`src/rtl/ping_pong_ctrl_if.sv`:
```
// Producer write handshake and scan-side read port of the ping-pong double-buffer controller.
interface ping_pong_ctrl_if #(
  parameter int DATA_W = 8,
  parameter int ADDR_W = 7
);
  logic              wr_valid;
  logic [DATA_W-1:0] wr_data;
  logic              wr_ready;
  logic              rd_en;
  logic [ADDR_W-1:0] rd_addr;
  logic [DATA_W-1:0] rd_data;
  logic              rd_valid;

  modport master (
    output wr_valid, wr_data, rd_en, rd_addr,
    input  wr_ready, rd_data, rd_valid
  );

  modport slave (
    input  wr_valid, wr_data, rd_en, rd_addr,
    output wr_ready, rd_data, rd_valid
  );
endinterface

```
`src/rtl/ping_pong_ctrl.sv`:
```
// Two-RAM double-buffer sequencer: the producer fills the back bank while the scan side reads
// the front bank; banks swap only at a frame boundary once the back bank is complete.
module ping_pong_ctrl #(
  parameter int DATA_W = 8,
  parameter int ADDR_W = 7,
  parameter int DEPTH  = 120
) (
  input  logic              clk,
  input  logic              reset,
  input  logic              frame_start,
  ping_pong_ctrl_if.slave   bus,
  output logic              front_bank,
  output logic              frame_valid,
  output logic [7:0]        overrun_cnt,
  output logic [ADDR_W-1:0] ram0_addr,
  output logic [ADDR_W-1:0] ram1_addr,
  output logic [DATA_W-1:0] ram0_wdata,
  output logic [DATA_W-1:0] ram1_wdata,
  output logic              ram0_wren,
  output logic              ram1_wren,
  input  logic [DATA_W-1:0] ram0_q,
  input  logic [DATA_W-1:0] ram1_q
);

  typedef enum logic [1:0] {
    ST_FILL = 2'd0,
    ST_DONE = 2'd1,
    ST_SWAP = 2'd2
  } state_t;

  localparam logic [ADDR_W-1:0] LAST_ADDR = ADDR_W'(DEPTH - 1);

  state_t            state_r;
  logic              front_bank_r;
  logic              frame_valid_r;
  logic [ADDR_W-1:0] wr_cnt_r;
  logic [7:0]        overrun_cnt_r;
  logic              rd_pend_r;
  logic              rd_bank_r;
  logic              rd_valid_r;
  logic [DATA_W-1:0] rd_data_r;

  logic              wr_ready_s;
  logic              xfer_s;
  logic              last_s;
  logic [ADDR_W-1:0] front_addr_s;
  logic [DATA_W-1:0] back_wdata_s;

  assign wr_ready_s = (state_r == ST_FILL);
  assign xfer_s     = bus.wr_valid && wr_ready_s;
  assign last_s     = xfer_s && (wr_cnt_r == LAST_ADDR);

  // Route the read port to the front bank and the write port to the back bank.
  always_comb begin
    front_addr_s = {ADDR_W{1'b0}};
    back_wdata_s = {DATA_W{1'b0}};
    ram0_addr    = {ADDR_W{1'b0}};
    ram1_addr    = {ADDR_W{1'b0}};
    ram0_wdata   = {DATA_W{1'b0}};
    ram1_wdata   = {DATA_W{1'b0}};
    ram0_wren    = 1'b0;
    ram1_wren    = 1'b0;
    if (bus.rd_en) begin
      front_addr_s = bus.rd_addr;
    end else begin
      front_addr_s = {ADDR_W{1'b0}};
    end
    if (xfer_s) begin
      back_wdata_s = bus.wr_data;
    end else begin
      back_wdata_s = {DATA_W{1'b0}};
    end
    if (front_bank_r == 1'b0) begin
      ram0_addr  = front_addr_s;
      ram1_addr  = wr_cnt_r;
      ram1_wdata = back_wdata_s;
      ram1_wren  = xfer_s;
    end else begin
      ram1_addr  = front_addr_s;
      ram0_addr  = wr_cnt_r;
      ram0_wdata = back_wdata_s;
      ram0_wren  = xfer_s;
    end
  end

  // Fill/done/swap sequencing, write counter, overrun count and bank selection.
  always_ff @(posedge clk or posedge reset) begin
    if (reset) begin
      state_r       <= ST_FILL;
      front_bank_r  <= 1'b0;
      frame_valid_r <= 1'b0;
      wr_cnt_r      <= {ADDR_W{1'b0}};
      overrun_cnt_r <= 8'd0;
    end else begin
      case (state_r)
        ST_FILL: begin
          if (last_s) begin
            state_r <= frame_start ? ST_SWAP : ST_DONE;
          end else if (xfer_s) begin
            wr_cnt_r <= wr_cnt_r + {{(ADDR_W-1){1'b0}}, 1'b1};
          end else begin
            wr_cnt_r <= wr_cnt_r;
          end
          // A frame boundary before the back bank is complete is an overrun.
          if (frame_start && !last_s && (overrun_cnt_r != 8'hFF)) begin
            overrun_cnt_r <= overrun_cnt_r + 8'd1;
          end else begin
            overrun_cnt_r <= overrun_cnt_r;
          end
        end
        ST_DONE: begin
          if (frame_start) begin
            state_r <= ST_SWAP;
          end else begin
            state_r <= ST_DONE;
          end
        end
        ST_SWAP: begin
          front_bank_r  <= ~front_bank_r;
          wr_cnt_r      <= {ADDR_W{1'b0}};
          frame_valid_r <= 1'b1;
          state_r       <= ST_FILL;
        end
        default: begin
          state_r <= ST_FILL;
        end
      endcase
    end
  end

  // Read pipeline: remember which bank was addressed, then register its RAM output.
  always_ff @(posedge clk or posedge reset) begin
    if (reset) begin
      rd_pend_r  <= 1'b0;
      rd_bank_r  <= 1'b0;
      rd_valid_r <= 1'b0;
      rd_data_r  <= {DATA_W{1'b0}};
    end else begin
      rd_pend_r  <= bus.rd_en;
      rd_bank_r  <= front_bank_r;
      rd_valid_r <= rd_pend_r;
      if (rd_pend_r) begin
        rd_data_r <= rd_bank_r ? ram1_q : ram0_q;
      end else begin
        rd_data_r <= rd_data_r;
      end
    end
  end

  assign bus.wr_ready = wr_ready_s;
  assign bus.rd_data  = rd_data_r;
  assign bus.rd_valid = rd_valid_r;
  assign front_bank   = front_bank_r;
  assign frame_valid  = frame_valid_r;
  assign overrun_cnt  = overrun_cnt_r;

endmodule

```
`src/flat_wrapper.sv`:
```
// flat-port wrapper written by rule: the top's interface ports become plain ports
module ping_pong_ctrl_flat 
#(
  parameter int DATA_W = 8,
  parameter int ADDR_W = 7,
  parameter int DEPTH  = 120
)
  (clk, reset, frame_start, front_bank, frame_valid, overrun_cnt, ram0_addr, ram1_addr, ram0_wdata, ram1_wdata, ram0_wren, ram1_wren, ram0_q, ram1_q, bus_wr_valid, bus_wr_data, bus_rd_en, bus_rd_addr, bus_wr_ready, bus_rd_data, bus_rd_valid);
  ping_pong_ctrl_if #(.DATA_W(DATA_W), .ADDR_W(ADDR_W)) bus_i ();
  input  logic clk;
  input  logic reset;
  input  logic frame_start;
  output logic front_bank;
  output logic frame_valid;
  output logic [7:0] overrun_cnt;
  output logic [ADDR_W-1:0] ram0_addr;
  output logic [ADDR_W-1:0] ram1_addr;
  output logic [DATA_W-1:0] ram0_wdata;
  output logic [DATA_W-1:0] ram1_wdata;
  output logic ram0_wren;
  output logic ram1_wren;
  input  logic [DATA_W-1:0] ram0_q;
  input  logic [DATA_W-1:0] ram1_q;
  input wire logic [$bits(bus_i.wr_valid)-1:0] bus_wr_valid;
  input wire logic [$bits(bus_i.wr_data)-1:0] bus_wr_data;
  input wire logic [$bits(bus_i.rd_en)-1:0] bus_rd_en;
  input wire logic [$bits(bus_i.rd_addr)-1:0] bus_rd_addr;
  output wire logic [$bits(bus_i.wr_ready)-1:0] bus_wr_ready;
  output wire logic [$bits(bus_i.rd_data)-1:0] bus_rd_data;
  output wire logic [$bits(bus_i.rd_valid)-1:0] bus_rd_valid;
  assign bus_i.wr_valid = bus_wr_valid;
  assign bus_i.wr_data = bus_wr_data;
  assign bus_i.rd_en = bus_rd_en;
  assign bus_i.rd_addr = bus_rd_addr;
  assign bus_wr_ready = bus_i.wr_ready;
  assign bus_rd_data = bus_i.rd_data;
  assign bus_rd_valid = bus_i.rd_valid;
  ping_pong_ctrl #(.DATA_W(DATA_W), .ADDR_W(ADDR_W), .DEPTH(DEPTH)) u_core (.clk(clk), .reset(reset), .frame_start(frame_start), .bus(bus_i), .front_bank(front_bank), .frame_valid(frame_valid), .overrun_cnt(overrun_cnt), .ram0_addr(ram0_addr), .ram1_addr(ram1_addr), .ram0_wdata(ram0_wdata), .ram1_wdata(ram1_wdata), .ram0_wren(ram0_wren), .ram1_wren(ram1_wren), .ram0_q(ram0_q), .ram1_q(ram1_q));
endmodule
```
`config.mk`:
```
export PLATFORM = sky130hd
export DESIGN_NAME = ping_pong_ctrl_flat
export DESIGN_NICKNAME = d
export VERILOG_FILES = /design/src/rtl/ping_pong_ctrl_if.sv /design/src/rtl/ping_pong_ctrl.sv /design/src/flat_wrapper.sv
export SDC_FILE = /design/constraint.sdc
export NUM_CORES = 1
export LEC_CHECK = 0
export BUFFER_PORTS_ARGS = -buffer_cell sky130_fd_sc_hd__buf_4
export CAP_MARGIN = 20
export CORE_ASPECT_RATIO = 0.6
export CORE_MARGIN = 5
export CORE_UTILIZATION = 45
export DETAILED_ROUTE_END_ITERATION = 12
export PLACE_DENSITY_LB_ADDON = 0.15
export REMOVE_ABC_BUFFERS = 1
export SKIP_CTS_REPAIR_TIMING = 1
export SLEW_MARGIN = 10
export SYNTH_ARGS = -nofsm -noshare
export SYNTH_HDL_FRONTEND = slang
export SYNTH_SLANG_ARGS = --single-unit
```
`constraint.sdc`:
```
create_clock -name clk -period 1.9 [get_ports clk]
set_input_delay 0.57 -clock clk [delete_from_list [all_inputs] [get_ports clk]]
set_output_delay 0.57 -clock clk [all_outputs]
set_load 0.03 [all_outputs]
```
==> impl_metrics.yaml, run 1 <==
pwr:
  power-per-cell-area_mw_per_mm2: 1424
  comb_power_share: 0.572
  p_leak_nw: 1.317
  total_power_mw: 3.848
  clkPwrFrac: 0.123
  power.share.sequential: 0.304
  switching_share: 0.4752
  p_int_mw: 2.019
  max-vdd-ir-drop_mv: 0.7133
  power_switching_mw: 1.829
placement:
  hpwl_um: 3795
  port_buffers: 87
  placed_cells: 330
  place_congestion: 0.8356
sta:
  setup_viol: 19
  tns_ns: -2.170
  relSlewSlack: 0.6914
  clock_skew_ns: 0.002345
  worstMarginPinSlew_ns: 0.4629
  hold_viol: 0
  slew_viol_final: 0
  max_freq_mhz: 486.8
  min_period_ns: 2.054
  final.setup.worst_slack_ns: -0.1543
  min_period_over_period: 1.081
  rsz0062_at_grt: "true"
setup_path:
  worstSetupStartpointType: "flip-flop"
  critPathCaptureType: "primary output"
  path_buf_inv: 2
  crit_fanout: 4
  reg2reg_setup_slack_ns: 0.16
  criticalPathCategory: "flip-flop to primary output"
  max_stage_delay_ns: 0.40
  critical_path.cell_chain: "nor2_4, nand2_1, nor2_2, buf_2, and2_4, buf_6"
  reg2reg_to: "u_core.overrun_cnt[1]"
  worstPathArrival_ns: 1.48
  reg2reg_from: "u_core.wr_cnt_r[1]"
  crit_family: "simple AND/OR/NAND/NOR gates"
  reg2regPathDepth: 5
  slowest_stage: "dfrtp_1"
  cp.required_ns: 1.33
flow_run:
  cap_violations: 0
grt:
  globalRoute.busiestLayer: "met2"
  use_met2: 0.3020
  grt-ovfl-total: 0
  grt_max_degree: 31
  antenna_found_initial: 0
  use_met3: 0.08949
  track_usage: 0.1845
  gr-usage-met1: 0.2263
  grt_pass1_vias: 1703
  grt_first_pass_wirelength_um: 7838
layout:
  insertedDiodeCount: 0
  layout_common_cells: "82 x buf_4, 29 x dfrtp_1, 24 x nand2_1"
  final_util: 0.7302
  synthToLayoutAreaGrowth_pct: 54.62
  mostFrequentLayoutCell: "buf_4"
  drive_gt1_frac: 0.4373
  fillCellCount: 282
  fin_cells: 342
  fin_nets: 333
die:
  io_pins: 88
  die_h_um: 58.28
  dieArea_mm2: 0.005272
  die_w_um: 90.46
  row_count: 17
  start_util: 0.4723
  core_area_mm2: 0.003701
clock_tree:
  clk_pin_slew_worst_paths_ns: 0.06
  cts_root_buffer: "clkbuf_8"
  h-tree-depth: 2
  cts_buffers: 5
  cts.sinks: 30
  clk_latency_ns: 0.28
  cts_buffer_depth: 2
  cts_tree: "done"
route:
  dr.first_iter.drc_count: 54
  drt-wirelength-per-cell_um: 14.85
  vias_per_cell: 5.175
  dr.pass1.iters: 5
  remaining_drc_errors: 0
  ant_nets: 0
  num_vias: 1770
  routed_wl_um: 5078
logic_synthesis:
  synth_ff_type: "dfrtp_1"
  synth.top_cell.area_share: 0.4295
  ys_ff_latch: 30
  postSynthCellCount: 197
  synthArstFlopShare: 1.000
  synth_area_mm2: 0.001748
  synth_edf_count: 0
  seq_area_frac_synth: 0.4295
  yosys_warnings: 0
  synth_top_area_cell: "dfrtp_1"
  syn_avg_cell_area_um2: 8.873
  synth.distinct_cells: 39
  ys_top_cells_by_area: "dfrtp_1 43%, and2_1 5.7%, mux2i_1 5.7%"
status:
  outcome: "finished, violations left"
  violations: "setup timing"
min_path:
  hp-class: "input pin to async pin"
==> power by group through the flow <==
| stage | sequential [mW] | clock (mW) | combinational (mW) |
|---|---|---|---|
| final | 1.17 | 0.474 | 2.20 |
| after global routing | 1.21 | 0.521 | 2.37 |
| after CTS | 1.16 | 0.489 | 2.10 |
| after detailed placement | 1.17 | 0 | 2.09 |
| after global placement | 1.16 | 0 | 2.06 |
| after floorplan | 1.41 | 0 | 1.01 |
==> final cells by class <==
class	count	area, um^2	share of cell area
Multi-Input combinational cell	147	952.2	0.3523
Timing Repair Buffer	101	823.3	0.3046
Sequential cell	30	752.0	0.2782
Clock buffer	5	68.82	0.02546
Tap cell	47	58.81	0.02176
Inverter	10	37.54	0.01389
Clock inverter	2	10.01	0.003704
==> cells in the mapped netlist (5+ instances only) <==
cell type	number
a21oi_1	10
nor2_1	15
o21ai_0	16
mux2i_1	10
xor2_1	5
and2_1	16
inv_1	10
nor3_1	5
nand2_1	24
clkbuf_1	10
nand3_1	10
dfrtp_1	30
==> per-layer routing <==
layer	vias to the layer above	share of wire
met3	5	0.10
met4	0	0.0057
met2	73	0.47
met5	-	0
met1	820	0.42
li1	872	-
==> cells by family after synthesis <==
| kind of cell | count (synthesis) | synth area share |
|---|---|---|
| flip-flops | 30 | 0.4295 |
| buffers and inverters | 21 | 0.04581 |
| AND/OR/NAND/NOR | 90 | 0.2835 |
| AO/OA/AOI/OAI | 36 | 0.1246 |
| adder cells (fa/ha/maj) | 2 | 0.01431 |
| multiplexers | 12 | 0.07230 |
| XOR/XNOR | 6 | 0.03006 |
==> worst min-delay path, delay by kind of cell <==
family / cells / cell delay, ns
buf+inv: 3 / 0.48
==> registers in the layout, summed over array words and instances, names as in the netlist <==
signal and flops:
u_core.rd_bank_r 1, u_core.state_r 2, u_core.frame_valid 1, u_core.front_bank 1, u_core.bus.rd_valid 1, u_core.wr_cnt_r 7, u_core.overrun_cnt 8, u_core.rd_pend_r 1
u_core.bus.rd_data 8
==> through the flow <==
| stage | setup WS [ns] | instance area (um^2) | hold slack, ns |
|---|---|---|---|
| 3_5_place_dp | 0.07801 | 2492 | 0.4600 |
| 3_3_place_gp | 0.09955 | 2492 | 0.4508 |
| 6_report | -0.1543 | 2703 | 0.3595 |
| 5_1_grt | -0.2180 | 2703 | 0.3975 |
| 2_1_floorplan | -0.5185 | 1705 | 0.5517 |
| 4_1_cts | -0.1708 | 2571 | 0.3708 |
==> how the worst max path moves through the flow <==
stage                     depth (start not counted)  slack, ns               from            end
after floorplan                                   4      -0.52  u_core.state_r[0]  ram1_wdata[0]
after detailed placement                          4       0.08       bus_wr_valid  ram0_wdata[7]
after global placement                            6        0.1       bus_wr_valid  ram1_wdata[7]
after global routing                              6      -0.22  u_core.state_r[1]  ram1_wdata[6]
final                                             6      -0.15  u_core.state_r[1]  ram1_wdata[0]
after CTS                                         4      -0.17  u_core.state_r[0]  ram0_wdata[4]
Power figures use the tool's default switching activity.
==> run 2, diff against run 1 <==
--- a/config.mk
+++ b/config.mk
@@ -5,13 +5,13 @@
 export SDC_FILE = /design/constraint.sdc
 export NUM_CORES = 1
 export LEC_CHECK = 0
-export BUFFER_PORTS_ARGS = -buffer_cell sky130_fd_sc_hd__buf_4
+export BUFFER_PORTS_ARGS = -buffer_cell sky130_fd_sc_hd__buf_2
 export CAP_MARGIN = 20
 export CORE_ASPECT_RATIO = 0.6
 export CORE_MARGIN = 5
 export CORE_UTILIZATION = 45
 export DETAILED_ROUTE_END_ITERATION = 12
-export PLACE_DENSITY_LB_ADDON = 0.15
+export PLACE_DENSITY = 0.79
 export REMOVE_ABC_BUFFERS = 1
 export SKIP_CTS_REPAIR_TIMING = 1
 export SLEW_MARGIN = 10
==> run 2 against run 1 <==
The run still ends with setup timing left. Maximum frequency increased by 0.72%. Largest cell class unchanged. Clock skew about the same. Critical path type unchanged. Clock power increased by 12%.
==> impl_metrics.yaml, run 2 (synthesis gave the netlist of run 1 again) <==
pwr:
  comb_power_share: 0.555
  p_leak_nw: 1.257
  p_int_mw: 1.975
  power_switching_mw: 1.849
  power-per-cell-area_mw_per_mm2: 1490
  clkPwrFrac: 0.139
  power.share.sequential: 0.305
  switching_share: 0.4835
  max-vdd-ir-drop_mv: 0.8962
  total_power_mw: 3.825
sta:
  setup_viol: 16
  clock_skew_ns: 0.002724
  tns_ns: -1.546
  max_freq_mhz: 490.3
  final.setup.worst_slack_ns: -0.1397
  rsz0062_at_grt: "true"
  hold_viol: 0
  whs_ns: 0.3513
  worstMarginPinSlew_ns: 0.4899
  relSlewSlack: 0.6722
  min_period_over_period: 1.074
  min_period_ns: 2.040
  slew_viol_final: 0
clock_tree:
  cts_buffers: 5
  cts.sinks: 30
  h-tree-depth: 2
  cts_tree: "done"
  cts_buffer_depth: 2
  clk_pin_slew_worst_paths_ns: 0.07
  cts_root_buffer: "clkbuf_8"
  clk_latency_ns: 0.28
grt:
  grt_max_degree: 31
  antenna_found_initial: 0
  grt-ovfl-total: 0
  grt_first_pass_wirelength_um: 7672
  grt_pass1_vias: 1698
  track_usage: 0.1744
layout:
  synthToLayoutAreaGrowth_pct: 46.81
  design_area_mm2: 0.002566
  insertedDiodeCount: 0
  fin_nets: 328
  regArea_um2: 752.0
  fillCellCount: 297
  layout_common_cells: "55 x buf_2, 29 x dfrtp_1, 23 x nand2_1"
  drive_gt1_frac: 0.4399
  final_util: 0.6934
  fin_cells: 338
  multi_input_area_um2: 957.2
  mostFrequentLayoutCell: "buf_2"
setup_path:
  critPathCaptureType: "primary output"
  critical_path.cell_chain: "nor2_4, nand2_2, nor2_4, buf_6, and2_4, buf_6"
  cp.required_ns: 1.33
  reg2regPathDepth: 5
  slowest_stage: "dfrtp_1"
  reg2reg_setup_slack_ns: 0.16
  worstSetupStartpointType: "flip-flop"
  max_stage_delay_ns: 0.41
  path_depth: 6
  crit_fanout: 4
  worstPathArrival_ns: 1.47
  crit_family: "simple AND/OR/NAND/NOR gates"
  criticalPathCategory: "flip-flop to primary output"
  path_buf_inv: 2
route:
  drt-wirelength-per-cell_um: 14.68
  routedLengthMet1_um: 2185
  routed_wl_um: 4961
  dr.pass1.iters: 4
  remaining_drc_errors: 0
  wl_met3_um: 343
  dr.first_iter.drc_count: 83
  num_vias: 1749
  ant_nets: 0
  vias_per_cell: 5.175
  dr.max_layer_used: "met4"
  met2_length_um: 2340
placement:
  placed_cells: 328
  hpwl_um: 3471
  port_buffers: 87
  post-place-ws_ns: 0.04410
  place_congestion: 0.7766
  dpl_cell_area_mm2: 0.002260
die:
  start_util: 0.4723
  row_count: 17
  die_w_um: 90.46
  core_area_mm2: 0.003701
  dieArea_mm2: 0.005272
  die_h_um: 58.28
  io_pins: 88
flow_run:
  cap_violations: 0
min_path:
  hp-class: "input pin to async pin"
status:
  outcome: "finished, violations left"
  violations: "setup timing"
-- run 2: cell types whose count changed in the layout (fill, tap and decap cells not counted), sizes merged --
cell / delta
clkinvlp: +1
and3: -1
buf: -4
clkbuf: +1
clkinv: -1
-- run 2: final cells by class --
| class | instances | area share |
|---|---|---|
| inverter | 10 | 0.01463 |
| timing repair buffer | 97 | 0.2594 |
| tap | 47 | 0.02292 |
| clock buffer | 6 | 0.03218 |
| sequential | 30 | 0.2930 |
| multi-input combinational | 146 | 0.3730 |
| clock inverter | 2 | 0.004876 |
-- run 2: final timing paths --
kind / start / endpoint
setup / recovery: u_core.state_r[1] / ram1_wdata[3]
min in group clk: u_core.frame_valid / u_core.frame_valid
max in group asynchronous: reset / u_core.front_bank
setup reg to reg: u_core.wr_cnt_r[1] / u_core.overrun_cnt[1]
hold reg to reg: u_core.frame_valid / u_core.frame_valid
hold / removal: reset / u_core.bus.rd_data[1]
-- run 2: worst min-delay path, stage by stage --
cell and delay [ns]:
buf_2 0.10, inv_1 0.04, buf_4 0.34
-- run 2: power by group through the flow --
stage          registers (mW)  logic (mW)  clock network (mW)
6_report                 1.17        2.12               0.533
5_1_grt                  1.21        2.29               0.578
4_1_cts                  1.15        1.86               0.546
3_5_place_dp             1.16        1.85                   0
3_3_place_gp             1.15        1.82                   0
2_1_floorplan            1.41        1.01                   0
-- run 2: layer usage --
| layer | GRT usage | vias to the layer above |
|---|---|---|
| met5 | 0 | - |
| met4 | 0.02972 | 0 |
| met3 | 0.05707 | 8 |
| met2 | 0.2906 | 67 |
| met1 | 0.2270 | 810 |
| li1 | - | 864 |
==> run 3, diff against run 2 <==
--- a/config.mk
+++ b/config.mk
@@ -11,7 +11,7 @@
 export CORE_MARGIN = 5
 export CORE_UTILIZATION = 45
 export DETAILED_ROUTE_END_ITERATION = 12
-export PLACE_DENSITY = 0.79
+export PLACE_DENSITY = 0.86
 export REMOVE_ABC_BUFFERS = 1
 export SKIP_CTS_REPAIR_TIMING = 1
 export SLEW_MARGIN = 10
==> run 3 against run 2 <==
The run still ends with setup timing left. Utilization fell by 0.98 points. Flip-flop and latch count did not move. Worst hold slack got worse by 0.043 ns. First-iteration DRC count rose by 3.6%. Clock power rose by 15%. Critical path type unchanged. Critical path depth did not move. Via count fell by 1.6%. Sequential power barely moved.
==> impl_metrics.yaml, run 3 (synthesis gave the netlist of run 1 again) <==
status:
  outcome: "finished, violations left"
  violations: "setup timing"
clock_tree:
  cts_tree: "done"
  cts_root_buffer: "clkbuf_8"
  clk_pin_slew_worst_paths_ns: 0.06
  cts.sinks: 30
  clk_latency_ns: 0.27
  h-tree-depth: 2
  cts_buffers: 5
  cts_buffer_depth: 2
pwr:
  power-per-cell-area_mw_per_mm2: 1504
  max-vdd-ir-drop_mv: 0.8484
  p_leak_nw: 1.248
  total_power_mw: 3.805
die:
  row_count: 17
  die_w_um: 90.46
  core_area_mm2: 0.003701
  start_util: 0.4723
  io_pins: 88
  dieArea_mm2: 0.005272
  die_h_um: 58.28
placement:
  place_congestion: 0.8130
  post-place-ws_ns: 0.02471
  hpwl_um: 3681
  placed_cells: 331
  port_buffers: 87
sta:
  min_period_over_period: 1.045
  final.setup.worst_slack_ns: -0.08480
  slew_viol_final: 0
  setup_viol: 17
  max_freq_mhz: 503.8
  worstMarginPinSlew_ns: 0.5184
  min_period_ns: 1.985
  whs_ns: 0.3088
  hold_viol: 0
  rsz0062_at_grt: "true"
  clock_skew_ns: 0.005018
  relSlewSlack: 0.6508
setup_path:
  criticalPathCategory: "flip-flop to primary output"
  critPathCaptureType: "primary output"
  cp.required_ns: 1.33
  reg2regPathDepth: 5
  worstPathArrival_ns: 1.41
  endpoint: "ram1_wdata[6]"
  reg2reg_to: "u_core.overrun_cnt[1]"
  crit_fanout: 9
  cp-startpoint: "u_core.state_r[1]"
  reg2reg_setup_slack_ns: 0.16
  worstSetupStartpointType: "flip-flop"
  reg2reg_from: "u_core.wr_cnt_r[0]"
route:
  vias_per_cell: 5.077
  remaining_drc_errors: 0
  drt-wirelength-per-cell_um: 14.44
  dr.first_iter.drc_count: 86
  num_vias: 1721
  ant_nets: 0
  routed_wl_um: 4894
  dr.pass1.iters: 4
grt:
  grt_first_pass_wirelength_um: 7458
  grt-ovfl-total: 0
  grt_pass1_vias: 1590
  grt_max_degree: 18
  antenna_found_initial: 0
  track_usage: 0.1715
layout:
  synthToLayoutAreaGrowth_pct: 44.74
  fin_cells: 339
  insertedDiodeCount: 0
  drive_gt1_frac: 0.4075
  layout_common_cells: "61 x buf_2, 29 x dfrtp_1, 24 x nand2_1"
  fin_nets: 329
  mostFrequentLayoutCell: "buf_2"
min_path:
  hp-class: "input pin to async pin"
flow_run:
  cap_violations: 0
==> run 3: cell count changes in the layout (fill, tap and decap cells not counted), moves of 2 or more <==
cell / change
o21ai_1: -4
and2_1: +6
buf_2: +6
and2_4: -6
buf_4: -2
clkbuf_1: +2
buf_6: -4
o21ai_0: +4
==> run 3: area by class of cell <==
class                      instances  area (um^2)
clock inverter                     1        30.03
multi-input combinational        146        932.1
fill                             302         1171
clock buffer                       7        76.32
inverter                          10        37.54
timing repair buffer              98        643.1
tap                               47        58.81
sequential                        30        752.0
==> run 3: worst max-delay path, stage by stage (launching register included) <==
cell	delay [ns]
dfrtp_1	0.41
nor2_4	0.15
nand2_1	0.07
nor2_1	0.08
buf_4	0.15
and2_1	0.14
buf_6	0.13
==> run 3: routing by layer <==
metal | wire length (um) | vias up | global-route usage
met4 | 51 | 0 | 0.02335
li1 | - | 862 | -
met5 | 0 | - | 0
met1 | 2169 | 795 | 0.2220
met3 | 425 | 6 | 0.07263
met2 | 2248 | 58 | 0.2771
==> run 3: metrics by stage <==
stage | TNS [ns] | utilization | instance area, um^2
2_1_floorplan | -10.94 | - | 1705
3_3_place_gp | 0 | 0.6166 | 2282
3_5_place_dp | 0 | 0.6166 | 2282
4_1_cts | -2.234 | 0.6454 | 2389
5_1_grt | -1.785 | 0.6836 | 2530
6_report | -0.9619 | 0.6836 | 2530
==> run 3: how the worst min path moves through the flow <==
stage,start,endpoint,slack (ns)
6_report,reset,u_core.bus.rd_data[1],0.31
5_1_grt,reset,u_core.bus.rd_data[1],0.34
3_3_place_gp,u_core.frame_valid,u_core.frame_valid,0.45
2_1_floorplan,u_core.wr_cnt_r[1],u_core.wr_cnt_r[1],0.55
3_5_place_dp,u_core.frame_valid,u_core.frame_valid,0.45
4_1_cts,reset,u_core.bus.rd_data[1],0.32
==> run 3: power breakdown <==
part / internal (mW) / switching [mW] / leakage (nW) / total [mW]
registers: 0.855 / 0.301 / 0.358 / 1.16
clock network: 0.392 / 0.223 / 0.0524 / 0.614
logic: 0.755 / 1.28 / 0.838 / 2.04
total: 2.00 / 1.80 / 1.25 / 3.81
